**config.mk**
```make
export PLATFORM = sky130hd
export DESIGN_NAME = id_ex_stage
export DESIGN_NICKNAME = d
export VERILOG_FILES = /design/src/rtl/mips_pipe_pkg.sv /design/src/rtl/hazard_unit.sv /design/src/rtl/id_ex_stage.sv
export SDC_FILE = /design/constraint.sdc
export NUM_CORES = 1
export LEC_CHECK = 0
export ABC_AREA = 1
export BUFFER_PORTS_ARGS = -buffer_cell sky130_fd_sc_hd__buf_2
export CAP_MARGIN = 20
export CORE_MARGIN = 3
export CORE_UTILIZATION = 45
export CTS_CLUSTER_DIAMETER = 60
export CTS_CLUSTER_SIZE = 40
export DETAILED_ROUTE_END_ITERATION = 10
export HOLD_SLACK_MARGIN = 0.03
export PLACE_DENSITY_LB_ADDON = 0.12
export SETUP_SLACK_MARGIN = 0.02
export SLEW_MARGIN = 20
export SYNTH_ARGS = -nofsm -noshare
export SYNTH_HDL_FRONTEND = slang
export SYNTH_SLANG_ARGS = --single-unit
```
**constraint.sdc**
```tcl
create_clock -name clk -period 3.65 [get_ports clk]
set_clock_uncertainty 0.1 [all_clocks]
set_input_delay 0.9125 -clock clk [delete_from_list [all_inputs] [get_ports clk]]
set_output_delay 0.9125 -clock clk [all_outputs]
set_load 0.1 [all_outputs]
```
**src/rtl/mips_pipe_pkg.sv**
```systemverilog
// Shared widths, constants and helpers for the MIPS-style pipeline.
// Used by id_ex_stage and hazard_unit.
package mips_pipe_pkg;

    localparam int DATA_W = 16;
    localparam int ADDR_W = 4;
    localparam int CTRL_W = 6;

    localparam logic [3:0] ZERO_REG      = 4'd0;
    localparam logic [7:0] STALL_CNT_MAX = 8'd255;

    // Layout of the pass-through control bundle
    localparam int CTRL_ALU_LSB   = 0;
    localparam int CTRL_ALU_W     = 4;
    localparam int CTRL_MEM_WRITE = 4;
    localparam int CTRL_BRANCH    = 5;

    function automatic logic [7:0] sat_inc(input logic [7:0] c);
        return (c == STALL_CNT_MAX) ? c : c + 8'd1;
    endfunction

endpackage

```
**src/rtl/hazard_unit.sv**
```systemverilog
// Load-use hazard detect between the load in EX and the instruction in ID.
// Purely combinational.
module hazard_unit #(
    parameter int ADDR_W = mips_pipe_pkg::ADDR_W
) (
    input  logic              ex_valid,
    input  logic              ex_mem_read,
    input  logic              ex_reg_write,
    input  logic [ADDR_W-1:0] ex_caddr,
    input  logic              id_valid,
    input  logic [ADDR_W-1:0] id_aaddr,
    input  logic [ADDR_W-1:0] id_baddr,
    output logic              hazard
);
    import mips_pipe_pkg::*;

    logic ld_live;
    logic dep;

    assign ld_live = ex_valid & ex_mem_read & ex_reg_write
                   & (ex_caddr != ADDR_W'(ZERO_REG));
    assign dep     = (ex_caddr == id_aaddr) | (ex_caddr == id_baddr);
    assign hazard  = ld_live & id_valid & dep;

endmodule

```
**src/rtl/id_ex_stage.sv**
```systemverilog
// ID/EX pipeline register with load-use stall, flush and stall counter.
// Define FWD_WB_EN to bypass the writeback value into the A/B operands.
module id_ex_stage #(
    parameter int DATA_W = mips_pipe_pkg::DATA_W,
    parameter int ADDR_W = mips_pipe_pkg::ADDR_W,
    parameter int CTRL_W = mips_pipe_pkg::CTRL_W
) (
    input  logic              clk,
    input  logic              rst_n,
    input  logic              id_valid,
    output logic              id_stall,
    input  logic [ADDR_W-1:0] id_aaddr,
    input  logic [ADDR_W-1:0] id_baddr,
    input  logic [ADDR_W-1:0] id_caddr,
    input  logic [DATA_W-1:0] id_a,
    input  logic [DATA_W-1:0] id_b,
    input  logic [DATA_W-1:0] id_imm,
    input  logic              id_reg_write,
    input  logic              id_mem_read,
    input  logic [CTRL_W-1:0] id_ctrl,
    input  logic              flush,
    input  logic              wb_load,
    input  logic [ADDR_W-1:0] wb_caddr,
    input  logic [DATA_W-1:0] wb_c,
    output logic              ex_valid,
    output logic [DATA_W-1:0] ex_a,
    output logic [DATA_W-1:0] ex_b,
    output logic [DATA_W-1:0] ex_imm,
    output logic [ADDR_W-1:0] ex_aaddr,
    output logic [ADDR_W-1:0] ex_baddr,
    output logic [ADDR_W-1:0] ex_caddr,
    output logic              ex_reg_write,
    output logic              ex_mem_read,
    output logic [CTRL_W-1:0] ex_ctrl,
    output logic [7:0]        stall_count
);
    import mips_pipe_pkg::*;

    typedef struct packed {
        logic              valid;
        logic [DATA_W-1:0] a;
        logic [DATA_W-1:0] b;
        logic [DATA_W-1:0] imm;
        logic [ADDR_W-1:0] aaddr;
        logic [ADDR_W-1:0] baddr;
        logic [ADDR_W-1:0] caddr;
        logic              reg_write;
        logic              mem_read;
        logic [CTRL_W-1:0] ctrl;
    } id_ex_t;

    id_ex_t            ex_q;
    id_ex_t            ex_d;
    logic              hazard;
    logic [DATA_W-1:0] a_src;
    logic [DATA_W-1:0] b_src;

`ifdef FWD_WB_EN
    logic wb_hit;
    logic fwd_a;
    logic fwd_b;

    assign wb_hit = wb_load & (wb_caddr != ADDR_W'(ZERO_REG));
    assign fwd_a  = wb_hit & (wb_caddr == id_aaddr);
    assign fwd_b  = wb_hit & (wb_caddr == id_baddr);
    assign a_src  = fwd_a ? wb_c : id_a;
    assign b_src  = fwd_b ? wb_c : id_b;
`else
    logic unused_wb;

    assign unused_wb = ^{wb_load, wb_caddr, wb_c};
    assign a_src     = id_a;
    assign b_src     = id_b;
`endif

    hazard_unit #(
        .ADDR_W (ADDR_W)
    ) u_hazard (
        .ex_valid     (ex_q.valid),
        .ex_mem_read  (ex_q.mem_read),
        .ex_reg_write (ex_q.reg_write),
        .ex_caddr     (ex_q.caddr),
        .id_valid     (id_valid),
        .id_aaddr     (id_aaddr),
        .id_baddr     (id_baddr),
        .hazard       (hazard)
    );

    assign id_stall = hazard & ~flush & rst_n;

    always_comb begin
        ex_d = '0;
        priority case (1'b1)
            flush:    ex_d = '0;
            hazard:   ex_d = '0;
            id_valid: begin
                ex_d.valid     = 1'b1;
                ex_d.a         = (id_aaddr == ADDR_W'(ZERO_REG)) ? '0 : a_src;
                ex_d.b         = (id_baddr == ADDR_W'(ZERO_REG)) ? '0 : b_src;
                ex_d.imm       = id_imm;
                ex_d.aaddr     = id_aaddr;
                ex_d.baddr     = id_baddr;
                ex_d.caddr     = id_caddr;
                ex_d.reg_write = id_reg_write;
                ex_d.mem_read  = id_mem_read;
                ex_d.ctrl      = id_ctrl;
            end
            default:  ex_d = '0;
        endcase
    end

    always_ff @(posedge clk) begin
        if (!rst_n) begin
            ex_q        <= '0;
            stall_count <= '0;
        end else begin
            ex_q <= ex_d;
            if (hazard & ~flush)
                stall_count <= sat_inc(stall_count);
        end
    end

    assign ex_valid     = ex_q.valid;
    assign ex_a         = ex_q.a;
    assign ex_b         = ex_q.b;
    assign ex_imm       = ex_q.imm;
    assign ex_aaddr     = ex_q.aaddr;
    assign ex_baddr     = ex_q.baddr;
    assign ex_caddr     = ex_q.caddr;
    assign ex_reg_write = ex_q.reg_write;
    assign ex_mem_read  = ex_q.mem_read;
    assign ex_ctrl      = ex_q.ctrl;

endmodule
```
==> results of run 1 <==
## cells in the mapped netlist (all sizes together)
cell type	count
inv	92
nor2	92
dfxtp	77
nand2	56
nand4	7
buf	5
nand3	5
o21bai	3
o21ai	2
a21oi	1
ha	1
nor3	1
or2	1
## flip-flops by register name, indices dropped and copies added, names as in the netlist
name / count
ex_reg_write: 1
ex_ctrl: 6
ex_b: 16
ex_baddr: 4
stall_count: 8
ex_aaddr: 4
ex_imm: 16
ex_mem_read: 1
ex_a: 16
ex_valid: 1
ex_caddr: 4
## through the flow
stage	hold slack [ns]	cells	utilization	total power (uW)
after global routing	0.504	572	0.648	1740
after detailed placement	0.439	559	0.621	1150
after CTS	0.450	572	0.648	1680
final	0.448	572	0.648	1650
after global placement	0.433	559	0.621	1150
after floorplan	0.861	343	-	1090
## report_power, final
part | switching [uW] | internal (uW)
Clock | 268 | 254
Combinational | 209 | 57.6
Sequential | 5.20 | 860
## kinds of logic after synthesis
| logic type | count (synthesis) | share of synthesized area |
|---|---|---|
| AND/OR/NAND/NOR | 162 | 0.256 |
| buffers and inverters | 97 | 0.146 |
| flip-flops | 77 | 0.571 |
| AO/OA/AOI/OAI | 6 | 0.0222 |
| adder cells (fa/ha/maj) | 1 | 0.00463 |
## per-layer routing
layer	up-vias	track usage	wire length [um]
li1	1278	-	-
met1	987	0.212	2610
met2	88	0.289	2830
met3	2	0.0652	553
met4	0	0.0439	19
met5	-	0	0
## final cells by class
| type | count | area (um^2) |
|---|---|---|
| fill | 522 | 1990 |
| clock inverter | 2 | 12.5 |
| inverter | 92 | 348 |
| clock buffer | 11 | 141 |
| multi-input combinational | 169 | 776 |
| sequential | 77 | 1540 |
| tap | 72 | 90.1 |
| timing repair buffer | 149 | 746 |
## worst max-delay path: stages
cell and delay, ns:
buf_2 0.13, inv_1 0.06, nand2_1 0.05, nand2_1 0.04, nor2_1 0.09, nand2_1 0.09, nand2_4 0.12, nand2_4 0.09
nor3_4 0.11, buf_2 0.44
## worst max path at each step
stage | from | end | slack (ns)
2_1_floorplan | ex_caddr[2] | id_stall | 0.27
3_3_place_gp | id_baddr[0] | id_stall | 0.49
3_5_place_dp | id_baddr[0] | id_stall | 0.48
4_1_cts | id_baddr[0] | id_stall | 0.48
5_1_grt | id_aaddr[1] | id_stall | 0.37
6_report | id_baddr[0] | id_stall | 0.49
==> flow_metrics.py, run 1 <==
metrics = {
    "clocking": {
        "cts_buffers": 9,
        "cts_root_buf": "clkbuf_8",
        "clk_pin_slew_ns": 0.06,
        "cts_sinks": 77,
        "cts_tree": "done",
        "cts_resized": 0,
        "worst_skew_pair.late_latency_ns": 0.32,
        "clock_path_buffers": 2,
        "ctsHoldBuffers": 0,
        "postCtsSetupRepairBufs": 0,
        "htree_levels": 3,
    },
    "timing": {
        "rsz0062_at_grt": "false",
        "slew_headroom": 0.624,
        "finalSetupViolCount": 0,
        "fmax_ghz": 0.317,
        "period_share": 0.865,
        "setup_slack_ns": 0.491,
        "post-route-min-period_ns": 3.16,
        "finalHoldViolations": 0,
        "slew_violations": 0,
        "worst_pin_slew_ns": 0.561,
        "finalSetupTns_ns": 0,
    },
    "job": {
        "drv_cap": 0,
    },
    "hold_path": {
        "hold_depth": 4,
        "min-delay-start": "stall_count[1]",
        "min_path_type": "flop to flop",
        "min_to": "stall_count[1]",
    },
    "routing": {
        "wire_per_inst_um": 10.5,
        "viasPerCell": 4.12,
        "firstDrtPassIters": 4,
        "finalWirelength_um": 6010,
        "drc": 0,
        "vias": 2355,
        "antenna_left": 0,
        "drtIter0Drc": 63,
    },
    "setup_path": {
        "cp.required_ns": 2.64,
        "worstReg2RegEnd": "ex_b[0]",
        "path_class": "primary input to primary output",
        "rr_startpoint": "ex_caddr[1]",
        "arrival_ns": 2.15,
        "r2r_setup_slack_ns": 1.83,
        "critPathMaxFanout": 7,
        "crit_path_end_kind": "primary output",
        "setup.worst_path.start_class": "primary input",
        "reg2reg_depth": 11,
    },
    "floorplan": {
        "initial_core_util": 0.479,
        "die_w_um": 83.5,
        "io_pins": 171,
        "die_h_um": 83.5,
        "core-area_mm2": 0.00564,
        "die_area_mm2": 0.00697,
        "rows": 27,
    },
    "power_and_ir_drop": {
        "irDropWorstVdd_v": 0.000272,
        "powerDensity_mw_per_mm2": 453,
        "power_leakage_uw": 0.00225,
    },
    "layout": {
        "layout_common_cells": "149 x buf_2, 90 x inv_1, 82 x nor2_1",
        "nNetsFinal": 592,
        "n_antenna_cell": 0,
        "drive_gt1_frac": 0.360,
        "final_cell_area_mm2": 0.00365,
        "syn_to_final_growth_pct": 35.4,
        "final_common_cell": "buf_2",
    },
    "placement": {
        "finalWeightedCongestion": 0.781,
        "pre_cts_ws_ns": 0.481,
        "place.detailed.hpwl_um": 4710,
        "port-buffer-count": 149,
        "dpl_cell_area_mm2": 0.00350,
    },
    "synthesis": {
        "ys_ff_latch": 77,
        "syn_nets": 437,
        "synthCells": 343,
        "synth_top_area_frac": 0.571,
        "synth.distinct_cells": 20,
        "avgSynthCellArea_um2": 7.87,
        "synthTopCellsByArea": "dfxtp_1 57%, inv_1 13%, nor2_1 11%, nand2_1 7.4%, nor2_2 2.3%",
        "yosysSeqAreaShare": 0.571,
        "yosysWarningCount": 0,
        "syn_area_mm2": 0.00270,
        "yosysTopAreaCell": "dfxtp_1",
    },
    "global_routing": {
        "track_usage": 0.173,
        "grt_max_degree": 38,
        "grt-ovfl-total": 0,
        "antenna_found_initial": 0,
        "grt_pass1_wl_um": 9870,
        "grt_pass1_vias": 2138,
    },
    "run_status": {
        "status": "finished, final reports clean",
    },
}
(Power assumes the default switching activity.)
==> inputs of run 2 (changes only) <==
Settings changed: CORE_ASPECT_RATIO set to 0.9.
==> run 2 against run 1 <==
Against the previous run:
- cell count unchanged
- maximum frequency is 0.64% higher
- register-to-register slack about the same
- count of clock-buffer cells in the layout is 2 lower
- final area up 0.82%
- die area about the same
- global-route usage shrank 0.24 points
==> flow_metrics.py, run 2 (same netlist as run 1, synthesis figures left out) <==
metrics = {
    "layout": {
        "final_common_cell": "buf_2",
        "nFillCells": 533,
        "layout_common_cells": "149 x buf_2, 90 x inv_1, 82 x nor2_1",
        "n_antenna_cell": 0,
        "nNetsFinal": 592,
        "syn_to_final_growth_pct": 36.5,
        "final-seq-area_mm2": 0.00154,
        "drive_gt1_frac": 0.365,
        "multiInputGateArea_um2": 776,
    },
    "setup_path": {
        "r2r_setup_slack_ns": 1.83,
        "worstReg2RegEnd": "ex_b[3]",
        "critPathMaxFanout": 7,
        "path_cells": "buf_2 -> inv_1 -> nand2_1 -> nand2_1 -> nor2_1 -> nand2_1 -> nand2_4 -> nand2_4 -> nor3_4 -> buf_2",
        "rr_startpoint": "ex_caddr[1]",
        "setup.worst_path.start_class": "primary input",
        "crit_path_frequent_cell": "nand2_1",
        "critPathTopFamily": "buffers and inverters",
        "cp.required_ns": 2.64,
        "crit_path_end_kind": "primary output",
        "reg2reg_depth": 11,
        "crit_buf_inv": 3,
        "critical-path-max-stage-delay_ns": 0.44,
        "path_class": "primary input to primary output",
        "crit_slowest_cell": "buf_2",
        "arrival_ns": 2.13,
    },
    "clocking": {
        "cts_buffers": 9,
        "worst_skew_pair.late_latency_ns": 0.33,
        "clock_path_buffers": 2,
        "clk_pin_slew_ns": 0.07,
        "htree_levels": 3,
        "cts_tree": "done",
        "cts_root_buf": "clkbuf_8",
        "cts_resized": 0,
        "ctsHoldBuffers": 0,
        "postCtsSetupRepairBufs": 0,
        "cts_sinks": 77,
    },
    "power_and_ir_drop": {
        "irDropWorstVdd_v": 0.000319,
        "powerDensity_mw_per_mm2": 471,
        "power_leakage_uw": 0.00228,
    },
    "placement": {
        "port-buffer-count": 149,
        "finalWeightedCongestion": 0.871,
        "place.detailed.hpwl_um": 4570,
        "pre_cts_ws_ns": 0.498,
    },
    "routing": {
        "vias": 2353,
        "drc": 0,
        "firstDrtPassIters": 4,
        "finalWirelength_um": 5930,
        "antenna_left": 0,
        "drtIter0Drc": 82,
        "viasPerCell": 4.11,
        "wire_per_inst_um": 10.4,
    },
    "floorplan": {
        "die_area_mm2": 0.00697,
        "die_h_um": 79.5,
        "initial_core_util": 0.469,
        "io_pins": 171,
        "core-area_mm2": 0.00576,
        "rows": 26,
        "die_w_um": 87.7,
    },
    "timing": {
        "finalSetupTns_ns": 0,
        "finalSetupViolCount": 0,
        "post-route-min-period_ns": 3.14,
        "period_share": 0.860,
        "finalHoldViolations": 0,
        "rsz0062_at_grt": "false",
        "slew_violations": 0,
        "fmax_ghz": 0.319,
        "worst_pin_slew_ns": 0.563,
        "slew_headroom": 0.623,
        "setup_slack_ns": 0.512,
    },
    "global_routing": {
        "grt-ovfl-total": 0,
        "track_usage": 0.171,
        "grt_pass1_wl_um": 9320,
        "antenna_found_initial": 0,
        "grt_max_degree": 38,
        "grt_pass1_vias": 2066,
    },
    "run_status": {
        "status": "finished, final reports clean",
    },
    "hold_path": {
        "min-delay-start": "stall_count[4]",
        "min_to": "stall_count[4]",
        "min_path_type": "flop to flop",
        "hold_depth": 3,
    },
    "job": {
        "drv_cap": 0,
    },
}
## run 2: changes by cell type in the layout (fill, tap and decap cells not counted)
cell and delta:
clkbuf_8 -1, clkbuf_1 -1, inv_6 +1, clkinvlp_4 -1, clkinv_2 +2, clkinv_4 +1
bufinv_16 +1
## run 2: layer usage
layer / vias to the layer above / track usage / wire length, um
li1: 1278 / - / -
met1: 966 / 0.203 / 2610
met2: 103 / 0.274 / 2620
met3: 6 / 0.0836 / 634
met4: 0 / 0.0475 / 70
met5: - / 0 / 0
## run 2: cell type report
type / count / share of cell area
Timing Repair Buffer: 149 / 0.202
Clock buffer: 9 / 0.0336
Inverter: 92 / 0.0944
Multi-Input combinational cell: 169 / 0.211
Tap cell: 70 / 0.0238
Sequential cell: 77 / 0.418
Clock inverter: 6 / 0.0170
## run 2: where the power goes
part	internal (uW)	switching [uW]
clock	312	292
sequential	860	5.26
combinational	57.6	209
## run 2: worst max-delay path by stage
stage / from / to / slack [ns] / cells after the start
detailed placement: id_baddr[0] / id_stall / 0.50 / 10
global placement: id_baddr[0] / id_stall / 0.50 / 10
floorplan: ex_caddr[2] / id_stall / 0.27 / 8
global route: id_aaddr[2] / id_stall / 0.37 / 10
finish: id_baddr[0] / id_stall / 0.51 / 10
CTS: id_baddr[0] / id_stall / 0.50 / 10
## run 2: per-stage QoR
stage          cell area (um^2)   util  instances  power, uW  hold WS, ns
2_1_floorplan              2710      -        343       1090        0.861
3_3_place_gp               3500  0.608        557       1150        0.436
3_5_place_dp               3500  0.608        557       1150        0.448
4_1_cts                    3680  0.640        572       1760        0.467
5_1_grt                    3680  0.640        572       1820        0.509
6_report                   3680  0.640        572       1740        0.465
## run 2: worst min-delay path, stage by stage, from the launching register on
cell and delay (ns):
dfxtp_1 0.33, inv_1 0.07, nor2_1 0.04, nor2_1 0.08
